===== config.mk =====
export PLATFORM = sky130hd
export DESIGN_NAME = ttlock_sweep_ctrl
export DESIGN_NICKNAME = d
export VERILOG_FILES = /design/src/rtl/ttlock_sweep_ctrl.sv
export SDC_FILE = /design/constraint.sdc
export NUM_CORES = 1
export LEC_CHECK = 0
export ABC_AREA = 1
export BUFFER_PORTS_ARGS = -buffer_cell sky130_fd_sc_hd__buf_2
export CAP_MARGIN = 20
export CORE_MARGIN = 2
export CORE_UTILIZATION = 30
export CTS_CLUSTER_DIAMETER = 200
export DETAILED_ROUTE_END_ITERATION = 12
export GPL_ROUTABILITY_DRIVEN = 0
export PLACE_DENSITY = 0.52
export SLEW_MARGIN = 20
export SYNTH_ARGS = -nofsm -noshare
export SYNTH_HDL_FRONTEND = slang
export SYNTH_SLANG_ARGS = --single-unit

===== constraint.sdc =====
create_clock -name clk -period 4.8 [get_ports clk]
set_input_delay 0.72 -clock clk [delete_from_list [all_inputs] [get_ports clk]]
set_output_delay 0.72 -clock clk [all_outputs]
set_load 0.05 [all_outputs]

===== src/rtl/ttlock_sweep_ctrl.sv =====
// ttlock_sweep_ctrl: steps a locked circuit and its unlocked oracle through a
// range of protected-input patterns under one candidate key. It counts the
// output disagreements and remembers the first disagreeing pattern.
// Optional macro TTLOCK_SWEEP_EARLY_STOP_EN: end the sweep on the first
// disagreement instead of sweeping the whole range.
module ttlock_sweep_ctrl #(
  parameter int WKEY   = 32,
  parameter int WINPUT = 32,
  parameter int WCNT   = 32,
  localparam int WOTH  = (WINPUT - WKEY > 0) ? (WINPUT - WKEY) : 1
) (
  input  logic            clk,
  input  logic            rst_n,
  input  logic            start,
  input  logic            abort,
  input  logic [WKEY-1:0] cfg_key,
  input  logic [WOTH-1:0] cfg_other,
  input  logic [WKEY-1:0] cfg_first,
  input  logic [WKEY-1:0] cfg_last,
  output logic [WKEY-1:0] protected_o,
  output logic [WKEY-1:0] key_o,
  output logic [WOTH-1:0] other_o,
  input  logic            locked_out_i,
  input  logic            oracle_out_i,
  output logic            busy,
  output logic            done,
  output logic [WCNT-1:0] mismatch_cnt,
  output logic [WKEY-1:0] first_mm_pat,
  output logic            first_mm_valid
);

`ifdef TTLOCK_SWEEP_EARLY_STOP_EN
  localparam bit EARLY_STOP = 1'b1;
`else
  localparam bit EARLY_STOP = 1'b0;
`endif

  typedef enum logic [1:0] {
    ST_IDLE  = 2'd0,
    ST_SWEEP = 2'd1,
    ST_DONE  = 2'd2
  } state_t;

  state_t          state_q, state_d;
  logic [WKEY-1:0] prot_q, prot_d;
  logic [WKEY-1:0] key_q, key_d;
  logic [WOTH-1:0] other_q, other_d;
  logic [WKEY-1:0] last_q, last_d;
  logic [WCNT-1:0] cnt_q, cnt_d;
  logic [WKEY-1:0] fpat_q, fpat_d;
  logic            fvalid_q, fvalid_d;
  logic            busy_q, busy_d;
  logic            done_q, done_d;
  logic            mm;
  logic            stop;

  // Next-state and datapath: capture on start, compare/advance while sweeping.
  always_comb begin
    state_d  = state_q;
    prot_d   = prot_q;
    key_d    = key_q;
    other_d  = other_q;
    last_d   = last_q;
    cnt_d    = cnt_q;
    fpat_d   = fpat_q;
    fvalid_d = fvalid_q;
    busy_d   = busy_q;
    done_d   = done_q;
    mm       = locked_out_i ^ oracle_out_i;
    stop     = 1'b0;

    case (state_q)
      ST_IDLE, ST_DONE: begin
        // start takes priority over a simultaneous abort, which is meaningless here
        if (start) begin
          state_d  = ST_SWEEP;
          prot_d   = cfg_first;
          key_d    = cfg_key;
          other_d  = cfg_other;
          last_d   = cfg_last;
          cnt_d    = '0;
          fpat_d   = '0;
          fvalid_d = 1'b0;
          busy_d   = 1'b1;
          done_d   = 1'b0;
        end
      end
      ST_SWEEP: begin
        // the compare of the current pattern always counts, even on abort
        if (mm) begin
          if (cnt_q != {WCNT{1'b1}}) cnt_d = cnt_q + WCNT'(1);
          if (!fvalid_q) begin
            fpat_d   = prot_q;
            fvalid_d = 1'b1;
          end
        end
        stop = abort || (prot_q == last_q) || (EARLY_STOP && mm);
        if (stop) begin
          // pattern register holds so the host can see where the sweep ended
          state_d = ST_DONE;
          busy_d  = 1'b0;
          done_d  = 1'b1;
        end else begin
          prot_d = prot_q + WKEY'(1);
        end
      end
      default: begin
        state_d = ST_IDLE;
        busy_d  = 1'b0;
        done_d  = 1'b0;
      end
    endcase
  end

  // State registers with synchronous active-low reset that overrides everything.
  always_ff @(posedge clk) begin
    if (!rst_n) begin
      state_q  <= ST_IDLE;
      prot_q   <= '0;
      key_q    <= '0;
      other_q  <= '0;
      last_q   <= '0;
      cnt_q    <= '0;
      fpat_q   <= '0;
      fvalid_q <= 1'b0;
      busy_q   <= 1'b0;
      done_q   <= 1'b0;
    end else begin
      state_q  <= state_d;
      prot_q   <= prot_d;
      key_q    <= key_d;
      other_q  <= other_d;
      last_q   <= last_d;
      cnt_q    <= cnt_d;
      fpat_q   <= fpat_d;
      fvalid_q <= fvalid_d;
      busy_q   <= busy_d;
      done_q   <= done_d;
    end
  end

  assign protected_o    = prot_q;
  assign key_o          = key_q;
  assign other_o        = other_q;
  assign mismatch_cnt   = cnt_q;
  assign first_mm_pat   = fpat_q;
  assign first_mm_valid = fvalid_q;
  assign busy           = busy_q;
  assign done           = done_q;

endmodule

# --- Yosys cells after proc, flatten, opt, wreduce, memory -nomap -nowiden ---
# Index checks and enable logic that the tools add are counted.
op_classes:
  addsub: 2
  n_eq_ne: 10
  muxes: 21
  n_bitwise: 1
  reduce_logical: 10
ops:
  columns: ["cell", "count"]
  rows:
  - ["$mux W32", 7]
  - ["$pmux W32 S2", 3]
  - ["$add A32 B1 Y32 const B", 2]
  - ["$eq A32 B32 Y1", 1]
  - ["$ne A32 B32 Y1 const B", 1]
  - ["$ne A2 B2 Y1 const B", 6]
  - ["$reduce_and A4 Y1", 2]
  - ["$pmux W1 S2", 3]
  - ["$reduce_and A3 Y1", 2]
  - ["$mux W1", 5]
  - ["$mux W2", 2]
  - ["$pmux W2 S2", 1]
  - ["$reduce_and A2 Y1", 2]
  - ["$eq A2 B1 Y1 const B", 1]
  - ["$eq A2 B2 Y1 const B", 1]
  - ["$logic_not A2 Y1", 1]
  - ["$reduce_bool A2 Y1", 1]
  - ["$reduce_or A2 Y1", 1]
  - ["$logic_or A1 B1 Y1", 1]
  - ["$xor A1 B1 Y1", 1]
word_totals:
  regBits: 166
  out_inout_bits: 132
  word_cells: 54

# --- Depth between registers and ports, before layout ---
logic_depth:
  depth_word: 4
  ltp_mapped: 14

# --- Worst setup path before layout ---
# No wires, ideal clock.
synth_timing:
  path_kind: "flip-flop to flip-flop"
  startpoint: "register cnt_q[0] (netlist: mismatch_cnt[0])"
  endpoint: "register cnt_q[10] (netlist: mismatch_cnt[10])"
  setup_time_ns: 0.142
  t_arrival_ns: 2.083
  slack_ns: 2.575
  path_stages_with_launch: 14
  path_buffers: 1
  path_cell_list: "dfxtp_1 -> ha_1 -> nand2_1 -> inv_1 -> nand3_2 -> nor2_2 -> nand2_2 -> nor2_4 -> nand2_4 -> nand2_8 -> inv_2 -> buf_6 -> nand2_1 -> a21oi_2"
synth_via:
  elab_chain_len: 4
  word_cells_on_any_way: 7
  cone_classes: "add/sub: 1; eq/ne: 2; mux: 3; reduce/logical: 1"
synth_lines:
  columns: ["element", "line_no", "rtl"]
  rows:
  - ["start, declared", "49", "logic [WCNT-1:0] cnt_q, cnt_d;"]
  - ["start signal, assigned", "134", "cnt_q <= cnt_d;"]
  - ["$add A32 B1 Y32", "91", "if (cnt_q != {WCNT{1'b1}}) cnt_d = cnt_q + WCNT'(1);"]
  - ["$mux W32", "91", null]
  - ["$mux W32", "90", "if (mm) begin"]
  - ["$pmux W32 S2", "72", "case (state_q)"]
# Several ways; a longest one is shown, not always the timed one. The select of a mux whose other input is x is not followed.
# A chain may end at the register's enable or synchronous reset.

# --- Final worst setup path ---
layout_timing:
  startpoint: "register state_q[1]"
  endpoint: "register fpat_q[14] (netlist: first_mm_pat[14])"
layout_via:
  elab_chain_len: 4
  word_cells_on_any_way: 10
  cone_classes: "eq/ne: 5; mux: 1; reduce/logical: 4"
layout_lines:
  columns: ["element", "line_no", "rtl"]
  rows:
  - ["start, declared", "44", "state_t state_q, state_d;"]
  - ["start signal, assigned", "129", "state_q <= state_d;"]
  - ["$eq A2 B2 Y1 / $logic_not A2 Y1 (equally long branches)", "72", null]
  - ["$reduce_or A2 Y1", "72", null]
  - ["$ne A2 B2 Y1 (no source line) / $reduce_bool A2 Y1 (equally long branches)", null, null]
  - ["$reduce_and A4 Y1 (no source line)", null, null]
  - ["end signal, assigned", "135", "fpat_q <= fpat_d;"]
  - ["end, declared", "50", "logic [WKEY-1:0] fpat_q, fpat_d;"]
# Several ways; a longest one is shown, not always the timed one.

==> flow_summary.toml <==
[status]
status = "finished clean"

[logic_synthesis]
synth_ff_type = "dfxtp_1"
async_flop_share_pct = 0
ys_seq_elements = 165
netlist_instances = 1321
synth-edff-count = 0
yosysSeqAreaShare_pct = 38.0
yosysWarnings = 0
synth_cell_types = 42
syn-cell-area_mm2 = 0.00869
syn_nets = 1426
postSynthAreaPerCell_um2 = 6.58

[clocking]
clk_pin_slew_ps = 80
cts_buffers = 17
cts_sinks = 165
cts_htree_levels = 4
max-clock-path-buffers = 2
tritoncts = "built"
cts_resized = 0
clk_latency_ps = 440
cts.repair_timing.setup_buffer_count = 0
root_buffer = "clkbuf_16"
cts_hold_repair.buffers = 0

[timing]
rsz0062_at_grt = "no"
max_slew_margin_pct = 34.4
setup_slack_ps = 1900
hold_slack_ps = 457
drv_slew = 0
finalSetupViolations = 0
clock.fmax_mhz = 345
period_minus_slack_ps = 2900
skew_ps = 15.6
timing.setup.tns_ps = 0
fin_crit_sh_pct = 60.3
worst_pin_slew_ps = 984
hold_viol = 0

[global_routing]
globalRouteOverflowTotal = 0
grt.total_usage_pct = 19.7
grt_pass1_vias = 8371
grt_max_degree = 78
antenna_found_initial = 3
grt_pass1_wl_um = 46900

[placed_design]
portBuffers = 234
place_ws_ps = 1830
placed_cells = 1876
dpl.hpwl_um = 21700
postPlaceCellArea_mm2 = 0.0100

[detailed_routing]
wirelength_um = 29900
vias = 8969
antenna_left = 0
drtPass1Iterations = 7
viasPerCell = 4.69
wl_per_cell_um = 15.6
drtIter0Drc = 549
drc = 0

[floorplan]
die_w_um = 174
coreArea_mm2 = 0.0286
dieHeight_um = 174
die_area_mm2 = 0.0303
initial_utilization_pct = 30.4
rows = 62
ioPinCount = 235

[cells_and_area]
area.growth.synth_to_final_pct = 22.6
final_nets = 1616
final_cell_area_mm2 = 0.0107
multi_input_area_mm2 = 0.00469
stdcell_count = 1911
mostFrequentLayoutCells = "nor2_1, nand2_1, buf_2, dfxtp_1, o21ai_0"
drive_gt1_share_pct = 22.7
mostFrequentLayoutCell = "nor2_1"
fill_cells = 3179
fin_util_pct = 37.2
ff_latch_area_mm2 = 0.00330

[pwr]
power_density_mw_per_mm2 = 354
p_total_mw = 3.77
cellLeakagePower_nw = 4.67
max-vdd-ir-drop_v = 0.000197

[worst_setup_path]
crit_fanout = 41
end_kind = "flip-flop"
crit_path_start_kind = "flip-flop"
crit_type = "reg2reg"
cp.arrival_ps = 3200
required_ps = 5100

[min_path]
hp-class = "reg2reg"

[run]
drv_cap = 0
-- registers in the layout (all words and copies together), names as in the netlist, 2 cells and up --
signal,count
first_mm_pat,32
mismatch_cnt,32
last_q,32
state_q,2
key_o,32
protected_o,32
-- critical path: stages, from the launching register on --
cell	delay [ps]
dfxtp_1	450
nor2_8	60
inv_2	540
nor2_1	170
nor2_1	210
inv_4	110
nand2_2	420
inv_2	420
o21ai_0	300
a21oi_1	60
-- metal layers --
layer / up-vias / track usage (%) / wire, µm
met5: - / 0 / 0
met4: 0 / 7.67 / 833
met3: 39 / 3.81 / 1330
met2: 216 / 32.7 / 14200
met1: 4142 / 25.1 / 13500
li1: 4572 / - / -
-- path summary, 6_finish.rpt --
kind                      startpoint                            end  slack, ps  depth (start not counted)
min                busy$_SDFFE_PN0P_              busy$_SDFFE_PN0P_        460                          2
min reg2reg        busy$_SDFFE_PN0P_              busy$_SDFFE_PN0P_        460                          2
max          state_q[1]$_SDFFE_PN0P_  first_mm_pat[14]$_SDFFE_PN0P_       1900                          9
max reg2reg  state_q[1]$_SDFFE_PN0P_  first_mm_pat[14]$_SDFFE_PN0P_       1900                          9
-- power by group --
group	leakage (nW)	internal [mW]	switching, mW
clock network	0.295	0.756	0.661
registers	1.36	1.46	0.0991
logic	3.02	0.211	0.581
total	4.67	2.43	1.34
-- layout make-up --
class | count | area share [%]
Multi-Input combinational cell | 994 | 44.1
Sequential cell | 165 | 31.0
Timing Repair Buffer | 240 | 11.4
Tap cell | 384 | 4.51
Clock buffer | 18 | 4.12
Inverter | 93 | 3.30
Clock inverter | 14 | 1.49
Antenna cell | 3 | 0.0705
-- Yosys cell counts, types with 2 or more instances --
| master | number | share of area, % |
|---|---|---|
| a21oi_1 | 43 | 2.5 |
| nor2_2 | 2 | 0.14 |
| o211ai_1 | 5 | 0.43 |
| nor3_1 | 23 | 1.3 |
| nand3_1 | 75 | 4.3 |
| nand2_1 | 304 | 13 |
| xor2_1 | 12 | 1.2 |
| nor2_4 | 2 | 0.26 |
| buf_4 | 6 | 0.52 |
| o21ai_1 | 2 | 0.12 |
| nand3_2 | 2 | 0.23 |
| a31oi_1 | 4 | 0.29 |
| nor3_2 | 2 | 0.23 |
| nand2_2 | 23 | 1.7 |
| nand4_1 | 20 | 1.4 |
| inv_1 | 85 | 3.7 |
| clkbuf_2 | 3 | 0.17 |
| clkbuf_1 | 36 | 1.6 |
| ha_1 | 2 | 0.29 |
| mux2i_1 | 3 | 0.35 |
| buf_2 | 11 | 0.63 |
| o31ai_1 | 3 | 0.26 |
| buf_6 | 3 | 0.39 |
| nor2_1 | 308 | 13 |
| inv_2 | 7 | 0.30 |
| a21oi_2 | 27 | 2.7 |
| xnor2_1 | 33 | 3.3 |
| o21ai_0 | 90 | 5.2 |
| dfxtp_1 | 165 | 38 |
| buf_1 | 8 | 0.35 |
-- logic make-up after synthesis --
logic type,after synthesis,synth area share [%]
adder cells (fa/ha/maj),2,0.288
buffers and inverters,162,8.06
XOR/XNOR,45,4.54
multiplexers,3,0.346
flip-flops,165,38.0
AO/OA/AOI/OAI,176,11.6
AND/OR/NAND/NOR,768,37.1
Power figures use the tool's default switching activity.
